## src/rtl/bb_controller.sv

```systemverilog
// Instruction sequencer for the 10-bit instruction register: steps T0..T3 on the falling clock edge.
// Optional illegal-opcode trap with sticky Err output is enabled by defining BB_ILLEGAL_TRAP_EN.
module bb_controller #(
    parameter int IW   = 10,
    parameter int NREG = 4
) (
    input  logic            CLKb,
    input  logic            Rstb,
    input  logic            Exec,
    input  logic [IW-1:0]   Instr,
    output logic            IR_EN,
    output logic            Ext,
    output logic [NREG-1:0] Rin,
    output logic [NREG-1:0] Rout,
    output logic            Ain,
    output logic            Gin,
    output logic            Gout,
    output logic [3:0]      ALUcont,
    output logic            Done,
    output logic [1:0]      Tstep
`ifdef BB_ILLEGAL_TRAP_EN
    ,
    output logic            Err
`endif
);

    typedef enum logic [1:0] {
        ST_T0 = 2'd0,
        ST_T1 = 2'd1,
        ST_T2 = 2'd2,
        ST_T3 = 2'd3
    } state_t;

    localparam logic [3:0] OP_LOAD = 4'b0000;
    localparam logic [3:0] OP_MOV  = 4'b0001;
    localparam logic [3:0] OP_ADD  = 4'b0010;
    localparam logic [3:0] OP_XOR  = 4'b0110;

    state_t          r_state;
    state_t          w_next;
    logic [3:0]      w_op;
    logic [1:0]      w_rx;
    logic [1:0]      w_ry;
    logic            w_alu;
    logic            w_halt;
    logic            w_unused_rsvd;
`ifdef BB_ILLEGAL_TRAP_EN
    logic            r_err;
    logic            w_set_err;
`endif

    function automatic logic [NREG-1:0] onehot(input logic [1:0] idx);
        logic [NREG-1:0] v;
        v      = '0;
        v[idx] = 1'b1;
        return v;
    endfunction

    function automatic logic is_alu_op(input logic [3:0] op);
        return (op >= OP_ADD) && (op <= OP_XOR);
    endfunction

    assign w_op          = Instr[9:6];
    assign w_rx          = Instr[5:4];
    assign w_ry          = Instr[3:2];
    assign w_alu         = is_alu_op(w_op);
    assign w_unused_rsvd = ^Instr[1:0];
    assign Tstep         = r_state;

`ifdef BB_ILLEGAL_TRAP_EN
    assign w_halt = r_err;
    assign Err    = r_err;
`else
    assign w_halt = 1'b0;
`endif

    // Next-step selection and per-step control decode; reset masks every control output.
    always_comb begin
        w_next  = ST_T0;
        IR_EN   = 1'b0;
        Ext     = 1'b0;
        Rin     = '0;
        Rout    = '0;
        Ain     = 1'b0;
        Gin     = 1'b0;
        Gout    = 1'b0;
        ALUcont = 4'b0000;
        Done    = 1'b0;
`ifdef BB_ILLEGAL_TRAP_EN
        w_set_err = 1'b0;
`endif
        if (!Rstb) begin
            w_next = ST_T0;
        end else begin
            case (r_state)
                ST_T0: begin
                    IR_EN  = Exec & ~w_halt;
                    w_next = (Exec & ~w_halt) ? ST_T1 : ST_T0;
                end
                ST_T1: begin
                    if (w_op == OP_LOAD) begin
                        Ext    = 1'b1;
                        Rin    = onehot(w_rx);
                        Done   = 1'b1;
                        w_next = ST_T0;
                    end else if (w_op == OP_MOV) begin
                        Rout   = onehot(w_ry);
                        Rin    = onehot(w_rx);
                        Done   = 1'b1;
                        w_next = ST_T0;
                    end else if (w_alu) begin
                        Rout   = onehot(w_rx);
                        Ain    = 1'b1;
                        w_next = ST_T2;
                    end else begin
                        // Illegal opcode retires as a bus-silent NOP.
                        Done   = 1'b1;
                        w_next = ST_T0;
`ifdef BB_ILLEGAL_TRAP_EN
                        w_set_err = 1'b1;
`endif
                    end
                end
                ST_T2: begin
                    if (w_alu) begin
                        Rout    = onehot(w_ry);
                        Gin     = 1'b1;
                        ALUcont = w_op;
                        w_next  = ST_T3;
                    end else begin
                        w_next = ST_T0;
                    end
                end
                ST_T3: begin
                    if (w_alu) begin
                        Gout   = 1'b1;
                        Rin    = onehot(w_rx);
                        Done   = 1'b1;
                        w_next = ST_T0;
                    end else begin
                        w_next = ST_T0;
                    end
                end
                default: begin
                    w_next = ST_T0;
                end
            endcase
        end
    end

    // Timestep register, shares the instruction register's falling edge.
    always_ff @(negedge CLKb) begin
        if (!Rstb) begin
            r_state <= ST_T0;
        end else begin
            r_state <= w_next;
        end
    end

`ifdef BB_ILLEGAL_TRAP_EN
    // Sticky trap flag; only reset clears it.
    always_ff @(negedge CLKb) begin
        if (!Rstb) begin
            r_err <= 1'b0;
        end else if (w_set_err) begin
            r_err <= 1'b1;
        end else begin
            r_err <= r_err;
        end
    end
`endif

endmodule

```

## config.mk

```make
export PLATFORM = sky130hd
export DESIGN_NAME = bb_controller
export DESIGN_NICKNAME = d
export VERILOG_FILES = /design/src/rtl/bb_controller.sv
export SDC_FILE = /design/constraint.sdc
export NUM_CORES = 1
export LEC_CHECK = 0
export CORE_MARGIN = 3
export CORE_UTILIZATION = 37
export DETAILED_ROUTE_END_ITERATION = 16
export HOLD_SLACK_MARGIN = 0.08
export PLACE_DENSITY = 0.83
export SLEW_MARGIN = 10
export SYNTH_ARGS = -nofsm -noshare
export SYNTH_HDL_FRONTEND = slang
export SYNTH_SLANG_ARGS = --single-unit
```

## constraint.sdc

```tcl
create_clock -name CLKb -period 4.7 [get_ports CLKb]
set_clock_uncertainty 0.2 [all_clocks]
set_input_delay 0.705 -clock CLKb [delete_from_list [all_inputs] [get_ports CLKb]]
set_output_delay 0.705 -clock CLKb [all_outputs]
set_load 0.02 [all_outputs]
```

==> results of run 1 <==
[cell usage after synthesis, drive strengths merged, types with 2 or more instances]
master / number / area share, %
nand2: 14 / 11
nor2: 7 / 5.4
inv: 6 / 4.6
a31oi: 4 / 5.1
and3: 4 / 6.2
ha: 4 / 10
o21ai: 4 / 4.1
and2: 3 / 3.9
nand2b: 3 / 3.9
buf: 2 / 3.9
dfxtp: 2 / 8.2
nor2b: 2 / 2.6
nor3: 2 / 2.1
nor3b: 2 / 4.1
o22ai: 2 / 2.6
o32ai: 2 / 3.6
or2: 2 / 2.6
[worst max-delay path by stage]
stage	start	endpoint	slack (ns)	depth (start not counted)
2_1_floorplan	Tstep[0]$_SDFF_NN0_	Rout[0]	-0.14	6
3_3_place_gp	Tstep[1]$_SDFF_NN0_	Rout[0]	-0.57	7
3_5_place_dp	Tstep[1]$_SDFF_NN0_	Rout[0]	-0.62	7
4_1_cts	Tstep[1]$_SDFF_NN0_	Rout[0]	-0.34	7
5_1_grt	Tstep[0]$_SDFF_NN0_	Rout[0]	-0.45	7
6_report	Tstep[0]$_SDFF_NN0_	Rout[0]	-0.36	7
[metrics by stage]
| step | cells | util, % |
|---|---|---|
| 2_1_floorplan | 73 | - |
| 3_3_place_gp | 127 | 78.8 |
| 3_5_place_dp | 127 | 78.8 |
| 4_1_cts | 134 | 83.3 |
| 5_1_grt | 136 | 86.1 |
| 6_report | 136 | 86.1 |
[metal layers]
metal / vias up / GRT usage, % / part of all wire, %
met5: - / 0 / 0
met2: 51 / 38.3 / 48
met1: 335 / 25.3 / 38
met4: 0 / 6.83 / 2.1
met3: 6 / 4.29 / 11
li1: 358 / - / -
[timing repair]
item	CTS	global route
buffers inserted	3	2
endpoints found under the setup margin	17	16
hold endpoints to repair	0	0
resized for setup	82	14
pin swaps	5	1
[worst min-delay path, stage by stage (launching register included)]
cell,delay (ns)
sky130_fd_sc_hd__dfxtp_4,0.35
sky130_fd_sc_hd__inv_4,0.06
sky130_fd_sc_hd__ha_4,0.13
sky130_fd_sc_hd__nor3b_1,0.05
[cell families (layout without fill, tap and decap cells)]
logic type	after synthesis	after routing	synth area share [%]
other	1	1	0.770
AND/OR/NAND/NOR	41	41	47.6
adder cells (fa/ha/maj)	4	4	10.3
flip-flops	2	2	8.23
AO/OA/AOI/OAI	16	16	22.6
multiplexers	1	1	2.06
buffers and inverters	8	57	8.48
[report_power, final]
group,switching [mW],internal (mW),total [mW]
Combinational,0.0280,0.0275,0.0555
Sequential,0.000628,0.0170,0.0176
Clock,0.0137,0.0306,0.0444
Total,0.0424,0.0751,0.118
[area by class of cell]
class	instances	area [sq um]	area share (%)
multi-input cells	63	487	48.3
repair buffers	47	403	40.0
flip-flops and latches	2	47.5	4.71
inverters	5	23.8	2.36
clock buffers	3	22.5	2.23
well taps	14	17.5	1.74
clock inverters	2	7.51	0.744
==> results_tabular.tex, run 1 <==
\begin{tabular}{lr}
\hline
Metric & Value \\
\hline
\multicolumn{2}{l}{\textbf{Clock tree}} \\
\quad Hold buffers post-CTS & 0 \\
\quad Clock network latency to the later pin of the worst-skew pair & 0.28 ns \\
\quad Clock Root Buffer & sky130\_fd\_sc\_hd\_\_clkbuf\_4 \\
\quad CTS sink count & 2 \\
\quad Clock tree from TritonCTS & done \\
\quad Total number of H-tree levels & 1 \\
\quad Clock Tree Buf Depth & 2 \\
\quad Total clock buffers created by CTS & 3 \\
\quad Worst-path clk slew & 0.03 ns \\
\multicolumn{2}{l}{\textbf{Synth}} \\
\quad Cell count after synthesis & between 70 and 80 \\
\quad Synthesized Nets & 90 \\
\quad Post-Synthesis Cell Area & 487 sq um \\
\quad Number of synthesized register bits & 2 \\
\quad Synthesized area per cell & roughly 6.7 sq um \\
\quad YS warnings & 0 \\
\quad Share of flip-flops with an asynchronous set or reset after synthesis & 0\% \\
\quad Most instantiated flip-flop cell in the synthesis netlist & sky130\_fd\_sc\_hd\_\_dfxtp\_1 \\
\quad Synth unique cells & 29 \\
\quad Seq/Total Area, Yosys & 8.23\% \\
\quad Number of flops mapped to enable cells by yosys & 0 \\
\multicolumn{2}{l}{\textbf{Floorplanning}} \\
\quad Die Span X & 42.3 um \\
\quad I/O pin cnt & 33 \\
\quad Core ar. & 1170 sq um \\
\quad Area of the die & 1790 sq um \\
\quad Starting density of the core & 41.6\% \\
\quad Number of placement rows & 12 \\
\quad Die H & 42.3 um \\
\multicolumn{2}{l}{\textbf{Outcome}} \\
\quad Violated checks & setup timing \\
\quad Result of the run & finished with violations \\
\multicolumn{2}{l}{\textbf{Timing}} \\
\quad Setup slack of the critical path after layout & -0.356 ns \\
\quad Sum Neg Setup Slack & -2.60 ns \\
\quad Number of hold violations in the final report & 0 \\
\quad Count of endpoints failing setup in the final report & 11 \\
\quad Pins Over Slew Limit & 0 \\
\quad Setup repair after global routing missed its margin & true \\
\quad Worst Hold Slack & 0.436 ns \\
\multicolumn{2}{l}{\textbf{Power and ir drop}} \\
\quad Total chip power & $\sim$0.12 mW \\
\quad IR Drop Worst-Case VDD & 0.000204 V \\
\quad Power Density & 117 nW/um\^{}2 \\
\quad Cell leakage power & 0.480 nW \\
\multicolumn{2}{l}{\textbf{Setup path}} \\
\quad Chain of cells forming the critical path & inv\_4, ha\_4, buf\_6, o2111a\_1, a31oi\_1, o32ai\_2, buf\_4 \\
\quad Worst setup EP type & output port \\
\quad Max stage delay cell, worst path & sky130\_fd\_sc\_hd\_\_dfxtp\_4 \\
\quad CP peak stage delay & 0.35 ns \\
\quad Kind of start point of the critical path & flip-flop \\
\quad Required time of the worst setup path & approximately 3.8 ns \\
\quad Critical path start-end classification & flip-flop to output port \\
\quad Setup slack of the most critical reg-to-reg path & 3.23 ns \\
\quad Crit Reg-Reg Startpoint & Tstep[1]\$\_SDFF\_NN0\_ \\
\quad Largest fanout on the critical path & 4 \\
\quad Family of cells with the greatest summed delay on the critical path & compound AO/OA/AOI/OAI gates \\
\quad Worst r2r dst & Tstep[1]\$\_SDFF\_NN0\_ \\
\quad Cell depth of the worst flop-to-flop path & 8 \\
\quad Number of buffer and inverter stages on the critical path & 3 \\
\quad Data arrival time of the worst path & approximately 4.2 ns \\
\multicolumn{2}{l}{\textbf{Cells and area}} \\
\quad Max FFs per register & 2 \\
\quad Fraction of layout cells with a size suffix above 1 & 46.7\% \\
\quad Total non-filler cell area in the finished layout & 1010 sq um \\
\quad Most frequent cells in the layout & 19 x sky130\_fd\_sc\_hd\_\_buf\_4, 13 x sky130\_fd\_sc\_hd\_\_nand2\_1, 12 x sky130\_fd\_sc\_hd\_\_clkdlybuf4s50\_1 \\
\quad Number of fill cells in the layout & 66 \\
\quad Number of nets at the end of the flow & 141 \\
\quad Most common cell after layout, fill and taps aside & sky130\_fd\_sc\_hd\_\_buf\_4 \\
\quad Layout overhead on the synthesized area & 107\% \\
\quad Count of inserted antenna diode cells & 0 \\
\multicolumn{2}{l}{\textbf{Min path}} \\
\quad Worst Hold Launch & Tstep[1]\$\_SDFF\_NN0\_ \\
\quad Worst hold endpoint & Tstep[1]\$\_SDFF\_NN0\_ \\
\quad Count of cells along the worst hold path & 3 \\
\quad Worst min-delay path category & flip-flop to flip-flop \\
\multicolumn{2}{l}{\textbf{Placement}} \\
\quad Worst setup slack before clock tree synthesis & -0.616 ns \\
\quad IO buf count & 29 \\
\quad RePlAce Congestion & 0.830 \\
\quad Area post-placement & between 900 and 1000 sq um \\
\quad Final HPWL from detailed placement & 1370 um \\
\multicolumn{2}{l}{\textbf{Drt}} \\
\quad Vias after detailed routing & 750 \\
\quad DRT Wirelength & 2070 um \\
\quad Final routed wire length divided by cell count & 15.2 um \\
\quad Number of routed nets with antenna violations & 0 \\
\quad Vias per cell & about 5.5 \\
\quad Number of design-rule violations left by the first detailed-router iteration & 30 \\
\quad Detailed Routing Iterations Pass 1 & 4 \\
\quad Remaining DRCs & 0 \\
\multicolumn{2}{l}{\textbf{Global routing}} \\
\quad Pin count of the biggest net entering global routing & 8 \\
\quad Antenna violations before repair & 0 \\
\quad Vias in the first global route & 686 \\
\quad Overall overflow remaining after global route & 0 \\
\quad First-pass GRT wire length & between 3000 and 4000 um \\
\quad Total Routing Usage GR & 21.5\% \\
\multicolumn{2}{l}{\textbf{Job}} \\
\quad Number of max-cap violations & 0 \\
\hline
\end{tabular}
No activity file was read; power rests on OpenSTA's default activity.
==> run 2, diff against run 1 <==
CORE_MARGIN = 2   (was 3)
==> run 2 against run 1 <==
The run still ends with setup timing left. Die area is 9.2% lower. Utilization is 10 points lower. Register-to-register slack better by 0.21 ns. Design area is 4.3% lower. Critical path depth stayed put. Critical endpoint unchanged. Clock-buffer cell count stayed put. Sequential share of layout area is 0.21 points higher. Total power is 2.7% lower. First-iteration DRC count is 87% lower. Wire length is 20% lower. Highest routed layer unchanged. Sequential power hardly changed. Largest power group unchanged.
==> results_tabular.tex, run 2 (synthesis gave the netlist of run 1 again) <==
\begin{tabular}{lr}
\hline
Metric & Value \\
\hline
\multicolumn{2}{l}{\textbf{Min path}} \\
\quad Worst min-delay path category & flip-flop to flip-flop (unchanged) \\
\multicolumn{2}{l}{\textbf{Drt}} \\
\quad Final routed wire length divided by cell count & 12.5 um (was 15.2 um) \\
\quad Remaining DRCs & 0 (unchanged) \\
\quad Detailed Routing Iterations Pass 1 & 4 (unchanged) \\
\quad Number of routed nets with antenna violations & 0 (unchanged) \\
\quad Vias after detailed routing & 677 (was 750) \\
\quad DRT Wirelength & 1650 um (was 2070 um) \\
\quad Vias per cell & 5.13 (was 5.51) \\
\quad Number of design-rule violations left by the first detailed-router iteration & 4 (was 30) \\
\multicolumn{2}{l}{\textbf{Global routing}} \\
\quad Met1 track demand over resource in global routing & 20.3\% (was 25.3\%) \\
\quad Met2 demand-to-capacity share in global routing & 39.5\% (was 38.3\%) \\
\quad Pin count of the biggest net entering global routing & 8 (unchanged) \\
\quad Overall overflow remaining after global route & 0 (unchanged) \\
\quad Vias in the first global route & 606 (was 686) \\
\quad First-pass GRT wire length & 2290 um (was 3010 um) \\
\quad Met3 routing resource usage after global routing & 6.11\% (was 4.29\%) \\
\quad Antenna violations before repair & 0 (unchanged) \\
\quad Gr busiest metal & met2 (unchanged) \\
\quad Total Routing Usage GR & 21.2\% (was 21.5\%) \\
\multicolumn{2}{l}{\textbf{Cells and area}} \\
\quad Most common cell after layout, fill and taps aside & sky130\_fd\_sc\_hd\_\_buf\_4 (unchanged) \\
\quad Most frequent cells in the layout & 19 x sky130\_fd\_sc\_hd\_\_buf\_4, 13 x sky130\_fd\_sc\_hd\_\_nand2\_1, 12 x sky130\_fd\_sc\_hd\_\_clkdlybuf4s50\_1 (unchanged) \\
\quad Layout overhead on the synthesized area & 98.2\% (was 107\%) \\
\quad Max FFs per register & 2 (unchanged) \\
\quad Storage element area & 47.5 sq um (unchanged) \\
\quad Fraction of layout cells with a size suffix above 1 & 43.6\% (was 46.7\%) \\
\quad Number of fill cells in the layout & 107 (was 66) \\
\quad Total non-filler cell area in the finished layout & 965 sq um (was 1010 sq um) \\
\quad Number of nets at the end of the flow & 136 (was 141) \\
\quad Total area of multi-input combinational cells & 488 sq um (was 487 sq um) \\
\quad Count of inserted antenna diode cells & 0 (unchanged) \\
\multicolumn{2}{l}{\textbf{Power and ir drop}} \\
\quad Internal power consumption & 0.0731 mW (was 0.0751 mW) \\
\quad Net load switching power & 0.0413 mW (was 0.0424 mW) \\
\quad Sequential fraction of design power & 15.2\% (was 15.0\%) \\
\quad Share of total power in combinational logic & 44.4\% (was 47.3\%) \\
\quad Switching part of the total & 36.1\% (about the same) \\
\quad IR Drop Worst-Case VDD & 0.0000876 V (was 0.000204 V) \\
\quad Clock network fraction of total power & 40.3\% (was 37.8\%) \\
\quad Power Density & 119 nW/um\^{}2 (was 117 nW/um\^{}2) \\
\quad Cell leakage power & 0.447 nW (was 0.480 nW) \\
\multicolumn{2}{l}{\textbf{Job}} \\
\quad Number of max-cap violations & 0 (unchanged) \\
\multicolumn{2}{l}{\textbf{Clock tree}} \\
\quad Total clock buffers created by CTS & 3 (unchanged) \\
\quad Clock network latency to the later pin of the worst-skew pair & 0.29 ns (was 0.28 ns) \\
\quad Hold buffers post-CTS & 0 (unchanged) \\
\quad Worst-path clk slew & 0.05 ns (was 0.03 ns) \\
\quad Clock Tree Buf Depth & 2 (unchanged) \\
\quad Clock Root Buffer & sky130\_fd\_sc\_hd\_\_clkbuf\_4 (unchanged) \\
\quad Clock tree from TritonCTS & done (unchanged) \\
\quad Total number of H-tree levels & 1 (unchanged) \\
\quad CTS sink count & 2 (unchanged) \\
\multicolumn{2}{l}{\textbf{Setup path}} \\
\quad Worst setup EP type & output port (unchanged) \\
\quad Required time of the worst setup path & 3.80 ns (about the same) \\
\quad Data arrival time of the worst path & 4.15 ns (about the same) \\
\quad Critical path start-end classification & flip-flop to output port (unchanged) \\
\quad Largest fanout on the critical path & 4 (unchanged) \\
\quad Kind of start point of the critical path & flip-flop (unchanged) \\
\multicolumn{2}{l}{\textbf{Placement}} \\
\quad RePlAce Congestion & 0.815 (was 0.830) \\
\quad Area post-placement & 917 sq um (was 923 sq um) \\
\quad Final HPWL from detailed placement & 1270 um (was 1370 um) \\
\quad IO buf count & 29 (unchanged) \\
\multicolumn{2}{l}{\textbf{Floorplanning}} \\
\quad Number of placement rows & 13 (was 12) \\
\quad Area of the die & 1620 sq um (was 1790 sq um) \\
\quad Starting density of the core & 38.4\% (was 41.6\%) \\
\quad Core ar. & 1270 sq um (was 1170 sq um) \\
\quad I/O pin cnt & 33 (unchanged) \\
\quad Die Span X & 40.3 um (was 42.3 um) \\
\quad Die H & 40.3 um (was 42.3 um) \\
\multicolumn{2}{l}{\textbf{Timing}} \\
\quad Setup slack of the critical path after layout & -0.358 ns (was -0.356 ns) \\
\quad Sum Neg Setup Slack & -1.72 ns (was -2.60 ns) \\
\quad Number of hold violations in the final report & 0 (unchanged) \\
\quad Pins Over Slew Limit & 0 (unchanged) \\
\quad Setup repair after global routing missed its margin & true (unchanged) \\
\quad Count of endpoints failing setup in the final report & 8 (was 11) \\
\multicolumn{2}{l}{\textbf{Outcome}} \\
\quad Result of the run & finished with violations (unchanged) \\
\quad Violated checks & setup timing (unchanged) \\
\hline
\end{tabular}
## run 2: cell types whose count changed in the layout (fill, tap and decap cells not counted)
| cell | previous run | this run |
|---|---|---|
| sky130_fd_sc_hd__and2_4 | 1 | 0 |
| sky130_fd_sc_hd__buf_6 | 9 | 5 |
| sky130_fd_sc_hd__nor2_4 | 1 | 0 |
| sky130_fd_sc_hd__buf_2 | 6 | 4 |
| sky130_fd_sc_hd__clkdlybuf4s15_2 | 0 | 1 |
| sky130_fd_sc_hd__inv_2 | 0 | 1 |
| sky130_fd_sc_hd__inv_4 | 2 | 1 |
| sky130_fd_sc_hd__o2111a_1 | 1 | 0 |
| sky130_fd_sc_hd__and2_1 | 2 | 3 |
| sky130_fd_sc_hd__nor2_1 | 6 | 7 |
| sky130_fd_sc_hd__o2111a_2 | 0 | 1 |
| sky130_fd_sc_hd__ha_4 | 2 | 3 |
| sky130_fd_sc_hd__ha_2 | 2 | 1 |
## run 2: final timing paths
path,slack [ns],startpoint,endpoint,cells after the start
worst max register to register,3.44,Tstep[1]$_SDFF_NN0_,Tstep[1]$_SDFF_NN0_,6
worst min-delay path,0.43,Tstep[0]$_SDFF_NN0_,Tstep[1]$_SDFF_NN0_,3
worst min register to register,0.43,Tstep[0]$_SDFF_NN0_,Tstep[1]$_SDFF_NN0_,3
worst max-delay path,-0.36,Tstep[1]$_SDFF_NN0_,Rout[0],7
## run 2: what timing repair did
| action | 4_1_cts | 5_1_grt |
|---|---|---|
| pin swaps | 8 | 2 |
| cloned | 0 | 0 |
| buffers inserted | 0 | 1 |
| resized for setup | 80 | 10 |
| endpoints found under the setup margin | 17 | 13 |
## run 2: metal layers
| layer | part of all wire [%] | vias up |
|---|---|---|
| met1 | 38 | 304 |
| met4 | 1.2 | 0 |
| met5 | 0 | - |
| met2 | 54 | 27 |
| li1 | - | 342 |
| met3 | 6.7 | 4 |
## run 2: worst max-delay path: stages (launching register included)
cell and delay, ns:
sky130_fd_sc_hd__dfxtp_4 0.37, sky130_fd_sc_hd__inv_4 0.04, sky130_fd_sc_hd__ha_4 0.28, sky130_fd_sc_hd__nand2_4 0.05, sky130_fd_sc_hd__nor4b_4 0.27, sky130_fd_sc_hd__a31oi_1 0.10
sky130_fd_sc_hd__o32ai_2 0.22, sky130_fd_sc_hd__buf_4 0.18
## run 2: through the flow
stage | utilization (%) | total power [mW] | instances | setup slack [ns] | hold WS (ns)
6_report | 76.0 | 0.114 | 132 | -0.358 | 0.429
3_5_place_dp | 72.3 | 0.0694 | 127 | -0.609 | 0.430
3_3_place_gp | 72.3 | 0.0682 | 127 | -0.572 | 0.414
5_1_grt | 76.0 | 0.124 | 132 | -0.461 | 0.444
2_1_floorplan | - | 0.0463 | 73 | -0.143 | 0.430
4_1_cts | 74.2 | 0.114 | 131 | -0.370 | 0.435
## run 2: cell type report
class | instances | area share (%)
Timing Repair Buffer | 42 | 37.2
Clock buffer | 3 | 2.33
Multi-Input combinational cell | 63 | 50.6
Sequential cell | 2 | 4.93
Tap cell | 15 | 1.95
Inverter | 5 | 2.20
Clock inverter | 2 | 0.778
## run 2: power by group through the flow
stage | combinational, mW | clock, mW | sequential [mW]
after floorplan | 0.0238 | 0.00396 | 0.0185
after global placement | 0.0466 | 0.00396 | 0.0176
after detailed placement | 0.0477 | 0.00396 | 0.0177
after CTS | 0.0494 | 0.0474 | 0.0175
after global routing | 0.0544 | 0.0523 | 0.0175
final | 0.0508 | 0.0462 | 0.0174
